File: src/rtl/mips_fetch_pkg.sv
// -----------------------------------------------------------------------------
// mips_fetch_pkg
// Shared types for the instruction fetch stage: datapath word width, the
// fetch state machine encoding and the prefetch FIFO entry layout.
// No ports (package).
// -----------------------------------------------------------------------------
package mips_fetch_pkg;

    localparam int WORD_W = 32;

    typedef logic [WORD_W-1:0] word_t;

    // IDLE: no request outstanding
    // WAIT: request outstanding, its data will be kept
    // DROP: request outstanding, its data will be discarded (redirected)
    typedef enum logic [1:0] {
        IDLE = 2'd0,
        WAIT = 2'd1,
        DROP = 2'd2
    } fetch_state_e;

    typedef struct packed {
        word_t pc;
        word_t instr;
    } fetch_entry_t;

endpackage

File: src/rtl/fetch_fifo.sv
// -----------------------------------------------------------------------------
// fetch_fifo
// Prefetch buffer holding {pc, instr} pairs between instruction memory and
// the decoder. DEPTH must be a power of two so the pointers wrap naturally.
// Ports:
//   clk_i, rst_ni          clock, asynchronous active-low reset
//   push_i, pc_i, instr_i  write one entry
//   pop_i                  drop the head entry (ignored when empty)
//   flush_i                empty the buffer; wins over push/pop
//   count_o                number of buffered entries (0..DEPTH)
//   valid_o, head_pc_o,
//   head_instr_o           head entry, zeroed when the buffer is empty
// -----------------------------------------------------------------------------
module fetch_fifo
    import mips_fetch_pkg::*;
#(
    parameter int DEPTH = 4
) (
    input  logic                    clk_i,
    input  logic                    rst_ni,
    input  logic                    push_i,
    input  logic [WORD_W-1:0]       pc_i,
    input  logic [WORD_W-1:0]       instr_i,
    input  logic                    pop_i,
    input  logic                    flush_i,
    output logic [$clog2(DEPTH):0]  count_o,
    output logic                    valid_o,
    output logic [WORD_W-1:0]       head_pc_o,
    output logic [WORD_W-1:0]       head_instr_o
);

    localparam int PTR_W = $clog2(DEPTH);
    localparam int CNT_W = PTR_W + 1;

    logic [PTR_W-1:0] wrPtr_q, rdPtr_q;
    logic [CNT_W-1:0] count_q;
    fetch_entry_t     mem_q [DEPTH];
    fetch_entry_t     headEntry;
    logic             popEn, pushEn;

    // A pop frees a slot in the same cycle, so a full buffer may still accept
    // a push when it is also being popped.
    assign popEn  = pop_i && (count_q != '0);
    assign pushEn = push_i && ((count_q != CNT_W'(DEPTH)) || popEn);

    // Pointer and occupancy bookkeeping; flush clears everything at once.
    always_ff @(posedge clk_i or negedge rst_ni) begin
        if (!rst_ni) begin
            wrPtr_q <= '0;
            rdPtr_q <= '0;
            count_q <= '0;
        end else if (flush_i) begin
            wrPtr_q <= '0;
            rdPtr_q <= '0;
            count_q <= '0;
        end else begin
            if (pushEn) wrPtr_q <= wrPtr_q + PTR_W'(1);
            if (popEn)  rdPtr_q <= rdPtr_q + PTR_W'(1);
            case ({pushEn, popEn})
                2'b10:   count_q <= count_q + CNT_W'(1);
                2'b01:   count_q <= count_q - CNT_W'(1);
                default: count_q <= count_q;
            endcase
        end
    end

    // Storage needs no reset: an entry is only visible once counted.
    always_ff @(posedge clk_i) begin
        if (pushEn && !flush_i) begin
            mem_q[wrPtr_q] <= '{pc: pc_i, instr: instr_i};
        end
    end

    assign headEntry    = mem_q[rdPtr_q];
    assign count_o      = count_q;
    assign valid_o      = (count_q != '0);
    assign head_pc_o    = valid_o ? headEntry.pc    : '0;
    assign head_instr_o = valid_o ? headEntry.instr : '0;

endmodule

File: src/rtl/instruction_fetch_unit.sv
// -----------------------------------------------------------------------------
// instruction_fetch_unit
// Fetch stage in front of the single-cycle MIPS core. Owns the fetch PC,
// issues one word-addressed request at a time to instruction memory, buffers
// returned words in a prefetch FIFO and hands them to the decoder.
// Ports:
//   clock, reset_n             clock, asynchronous active-low reset
//   imem_req, imem_addr        registered request / word address to memory
//   imem_ack, imem_rdata       memory accepts and returns data this cycle
//   redirect, redirect_pc      flush and restart fetch at redirect_pc
//   ins_valid, ins_data,
//   ins_pc, ins_ready          instruction handoff to the decoder
// -----------------------------------------------------------------------------
module instruction_fetch_unit
    import mips_fetch_pkg::*;
#(
    parameter int          DEPTH    = 4,
    parameter logic [31:0] RESET_PC = 32'h0
) (
    input  logic        clock,
    input  logic        reset_n,
    output logic        imem_req,
    output logic [31:0] imem_addr,
    input  logic        imem_ack,
    input  logic [31:0] imem_rdata,
    input  logic        redirect,
    input  logic [31:0] redirect_pc,
    output logic        ins_valid,
    output logic [31:0] ins_data,
    output logic [31:0] ins_pc,
    input  logic        ins_ready
);

    localparam int CNT_W = $clog2(DEPTH) + 1;

    fetch_state_e     state_q, state_d;
    logic [31:0]      fetchPc_q, fetchPc_d;
    logic [31:0]      imemAddr_q, imemAddr_d;
    logic             imemReq_q;
    logic             push, pop;
    logic [CNT_W-1:0] fifoCount;
    logic [CNT_W-1:0] countAfterPush;
    logic             hasRoom, roomAfterPush;

    assign pop            = ins_valid && ins_ready;
    assign hasRoom        = fifoCount < CNT_W'(DEPTH);
    assign countAfterPush = fifoCount + CNT_W'(1) - CNT_W'(pop);
    assign roomAfterPush  = countAfterPush < CNT_W'(DEPTH);

    // State register plus the registered request outputs.
    always_ff @(posedge clock or negedge reset_n) begin
        if (!reset_n) begin
            state_q    <= IDLE;
            fetchPc_q  <= RESET_PC;
            imemAddr_q <= RESET_PC;
            imemReq_q  <= 1'b0;
        end else begin
            state_q    <= state_d;
            fetchPc_q  <= fetchPc_d;
            imemAddr_q <= imemAddr_d;
            imemReq_q  <= (state_d != IDLE);
        end
    end

    // Next-state logic. A request that is already outstanding must still
    // complete after a redirect, hence DROP rather than going straight to IDLE.
    always_comb begin
        state_d = state_q;
        case (state_q)
            IDLE: if (!redirect && hasRoom) state_d = WAIT;
            WAIT: begin
                if (redirect)      state_d = imem_ack ? IDLE : DROP;
                else if (imem_ack) state_d = roomAfterPush ? WAIT : IDLE;
            end
            DROP: if (imem_ack) state_d = IDLE;
            default: state_d = IDLE;
        endcase
    end

    // Datapath side of the FSM: fetch PC, request address and FIFO push.
    // The request address only moves when a new request starts, so it is
    // stable for the whole life of a request.
    always_comb begin
        fetchPc_d  = fetchPc_q;
        imemAddr_d = imemAddr_q;
        push       = 1'b0;
        if (redirect) fetchPc_d = redirect_pc;
        case (state_q)
            IDLE: if (!redirect && hasRoom) imemAddr_d = fetchPc_q;
            WAIT: begin
                if (!redirect && imem_ack) begin
                    push      = 1'b1;
                    fetchPc_d = fetchPc_q + 32'd1;
                    if (roomAfterPush) imemAddr_d = fetchPc_q + 32'd1;
                end
            end
            default: ;
        endcase
    end

    assign imem_req  = imemReq_q;
    assign imem_addr = imemAddr_q;

    // Redirect flushes the buffer, which also swallows any same-cycle pop.
    fetch_fifo #(
        .DEPTH(DEPTH)
    ) u_fifo (
        .clk_i        (clock),
        .rst_ni       (reset_n),
        .push_i       (push),
        .pc_i         (fetchPc_q),
        .instr_i      (imem_rdata),
        .pop_i        (pop),
        .flush_i      (redirect),
        .count_o      (fifoCount),
        .valid_o      (ins_valid),
        .head_pc_o    (ins_pc),
        .head_instr_o (ins_data)
    );

endmodule

File: config.mk
export PLATFORM = sky130hd
export DESIGN_NAME = instruction_fetch_unit
export DESIGN_NICKNAME = d
export VERILOG_FILES = /design/src/rtl/mips_fetch_pkg.sv /design/src/rtl/fetch_fifo.sv /design/src/rtl/instruction_fetch_unit.sv
export SDC_FILE = /design/constraint.sdc
export NUM_CORES = 1
export LEC_CHECK = 0
export BUFFER_PORTS_ARGS = -buffer_cell sky130_fd_sc_hd__buf_2
export CAP_MARGIN = 30
export CORE_MARGIN = 2
export CORE_UTILIZATION = 45
export CTS_CLUSTER_DIAMETER = 200
export DETAILED_ROUTE_END_ITERATION = 6
export GPL_ROUTABILITY_DRIVEN = 0
export GPL_TIMING_DRIVEN = 0
export SYNTH_ARGS = -nofsm -noshare
export SYNTH_HDL_FRONTEND = slang
export SYNTH_SLANG_ARGS = --single-unit
File: constraint.sdc
create_clock -name clock -period 7.9 [get_ports clock]
set_input_delay 0.79 -clock clock [delete_from_list [all_inputs] [get_ports clock]]
set_output_delay 0.79 -clock clock [all_outputs]
set_load 0.01 [all_outputs]
==> flow_metrics.tcl <==
set metrics [dict create \
    drc 0 \
    crit_required_ns 7.11 \
    yosys.area.top_type_share_pct 55.1 \
    hpwl_mm 20.1 \
    peakVddDrop_mv 0.155 \
    grt-busiest-layer "met2" \
    dieArea_mm2 0.0324 \
    rsz0062_at_grt "no" \
    register_area_mm2 0.00954 \
    wire_per_inst_um 19.9 \
    fp.dieW_um 180 \
    cts.repair.resized 0 \
    gr-usage-met2_pct 30.3 \
    synth_edf_count 256 \
    p_per_area_mw_per_mm2 296 \
    antenna_found_initial 0 \
    synthTopCellsByArea "edfxtp_1 (55%), dfrtp_1 (13%), mux4_2 (10%), xnor2_1 (3.6%), and2_1 (3.1%)" \
    n_antenna_cell 0 \
    ys_seq_area_share_pct 68.4 \
    areaGrowthSynthToFinish_pct 18.1 \
    ys.flop_type "edfxtp_1" \
    post_cts_buffers 0 \
    grtUsageMet1_pct 26.7 \
    clk_latency_ns 0.50 \
    grtUsageMet3_pct 3.17 \
    min_path_type "primary input to async pin" \
    rrSetupSlack_ns 5.21 \
    crit_top_cell "clkbuf_1" \
    reg2reg_depth 7 \
    clkTransAtPathRegs_ns 0.06 \
    grt_max_degree 64 \
    grt_pass1_wl_mm 47.5 \
    cts_tree "yes" \
    setup_tns_ns 0 \
    nFillCells 2542 \
    slowest_stage "clkbuf_1" \
    crit_arrival_ns 2.91 \
    postRouteWirelength_mm 30.3 \
    crit_type "flop to output port" \
    maxCapViolCount 0 \
    final_cells 1519 \
    path_buf_inv 5 \
    endpoint_kind "output port" \
    htreeDepth 2 \
    placed_cells 1458 \
    leakagePower_uw 0.00585 \
    hold_viol_final 0 \
    synth_top_cell_by_area "edfxtp_1" \
    path_cells "clkbuf_1, inv_1, nand2_1, clkbuf_1, clkbuf_1, and2_1, buf_2" \
    synth.most_common_cell "edfxtp_1" \
    max_freq_mhz 270 \
    vias 8075 \
    synthTopCellsByCount "edfxtp_1 (256), nand2_1 (85), dfrtp_1 (74)" \
    cts_root_buffer "clkbuf_16" \
    async_flop_share_pct 22.4 \
    slew_headroom_pct 32.6 \
    start_util_pct 45.6 \
    grt_overflow 0 \
    final-setup-viol-count 0 \
    cts.path.max_buffers 3 \
    multi_input_area_mm2 0.00415 \
    cp_top_family "buffers and inverters" \
    ys_ff_latch 330 \
    dr.pass1.iters 5 \
    period_minus_slack_ns 3.70 \
    io_buffers 164 \
    ioPinCount 167 \
    track_usage_pct 18.8 \
    fp-row-count 64 \
    routed_via_density 5.32 \
    antenna_left 0 \
    start_kind "flop" \
    syn_nets 968 \
    hold_buffers 0 \
    syn_inst 891 \
    ys_warn_count 0 \
    die-height_um 180 \
    core-area_mm2 0.0306 \
    layout.nets 1177 \
    worst_pin_slew_ns 0.998 \
    slew_violations 0 \
    crit_fanout 10 \
    status "complete, no violations" \
    yosys.cell_types.count 53 \
    crit_path_max_incr_delay_ns 0.63 \
    holdWs_ns 0.120 \
    period_share_pct 46.8 \
    crit_cells 7 \
    layout-drive-gt1-share_pct 28.9 \
    skew_ns 0.0165 \
    synth_area_mm2 0.0140 \
    avgSynthCellArea_um2 15.7 \
    clock_sinks 330 \
    cts_buffers 36 \
    drt_iter0_markers 519 \
    grt_pass1_vias 8384 \
]
-- worst reg2reg max path: stages (launching register included) --
cell	delay [ns]
dfrtp_1	0.42
inv_1	0.08
ha_1	0.33
and4bb_2	0.35
mux2i_1	0.12
o41ai_4	0.67
clkbuf_1	0.44
o21ai_0	0.18
-- where the power goes --
| part | switching, µW | internal, µW | leakage [µW] |
|---|---|---|---|
| registers | 97.3 | 2010 | 0.00323 |
| logic | 704 | 588 | 0.00210 |
| clock network | 635 | 852 | 0.000514 |
| total | 1440 | 3450 | 0.00585 |
-- state kept, by name, indices dropped and copies added (netlist names) --
register and cells:
u_fifo.rdPtr_q 2, imem_req 1, u_fifo.wrPtr_q 2, imem_addr 32, u_fifo.mem_q 256, fetchPc_q 32, state_q 2, u_fifo.count_o 3
-- placed cells by master, fill, tap and decap left out, types with 5 or more instances in the layout --
master and count:
buf_2 175, and2_1 65, buf_16 5, buf_1 6
nor4_1 6, clkbuf_16 37, nand3_1 10, clkinv_2 9
clkinv_1 6, o21ai_0 49, xor2_1 7, clkbuf_1 37
or4_1 8, ha_1 8, nand2_1 85, o21ai_1 11
nor3_1 19, mux4_2 64, nor2_1 36, dfrtp_1 74
xnor2_1 57, inv_1 12, edfxtp_1 256, nor3_2 8
nand4_1 7, mux2i_1 6
-- through the flow --
| step | cell area, µm² | total power (µW) | util (%) | worst slack (ns) |
|---|---|---|---|---|
| global route | 16500 | 5150 | 53.9 | 3.98 |
| global placement | 15300 | 3440 | 49.9 | 2.64 |
| floorplan | 14000 | 2930 | - | 4.13 |
| CTS | 16500 | 4960 | 53.9 | 4.06 |
| detailed placement | 15400 | 3460 | 50.5 | 4.63 |
| finish | 16500 | 4880 | 53.9 | 4.20 |
-- kinds of logic after synthesis --
group	Yosys count	synth area share, %
fa+ha+maj	8	0.718
mux	72	10.9
flops	330	68.4
compound gates	78	3.25
xor+xnor	64	4.02
buf+inv	65	1.96
simple gates	274	10.8
-- final timing paths --
path / start / to
min: reset_n / imem_addr[13]
min in group clock: imem_addr[26] / imem_addr[26]
max reg2reg: u_fifo.count_o[0] / imem_addr[14]
min reg2reg: imem_addr[26] / imem_addr[26]
max in group asynchronous: reset_n / fetchPc_q[30]
max: u_fifo.count_o[2] / ins_pc[1]
-- area by class of cell --
type                       count  share of cell area (%)
multi-input combinational    496                    25.2
clock inverter                20                   0.623
timing repair buffer         171                    5.95
buffer                        53                    1.38
sequential                   330                    57.9
inverter                      12                   0.273
tap                          396                    3.01
clock buffer                  41                    5.71
-- routing by layer --
metal / routed length [µm] / vias to the layer above
met1: 14000 / 4044
li1: - / 3752
met3: 1540 / 37
met5: 0 / -
met2: 14200 / 242
met4: 529 / 0
Note: power is estimated with default switching activity, not from simulation.
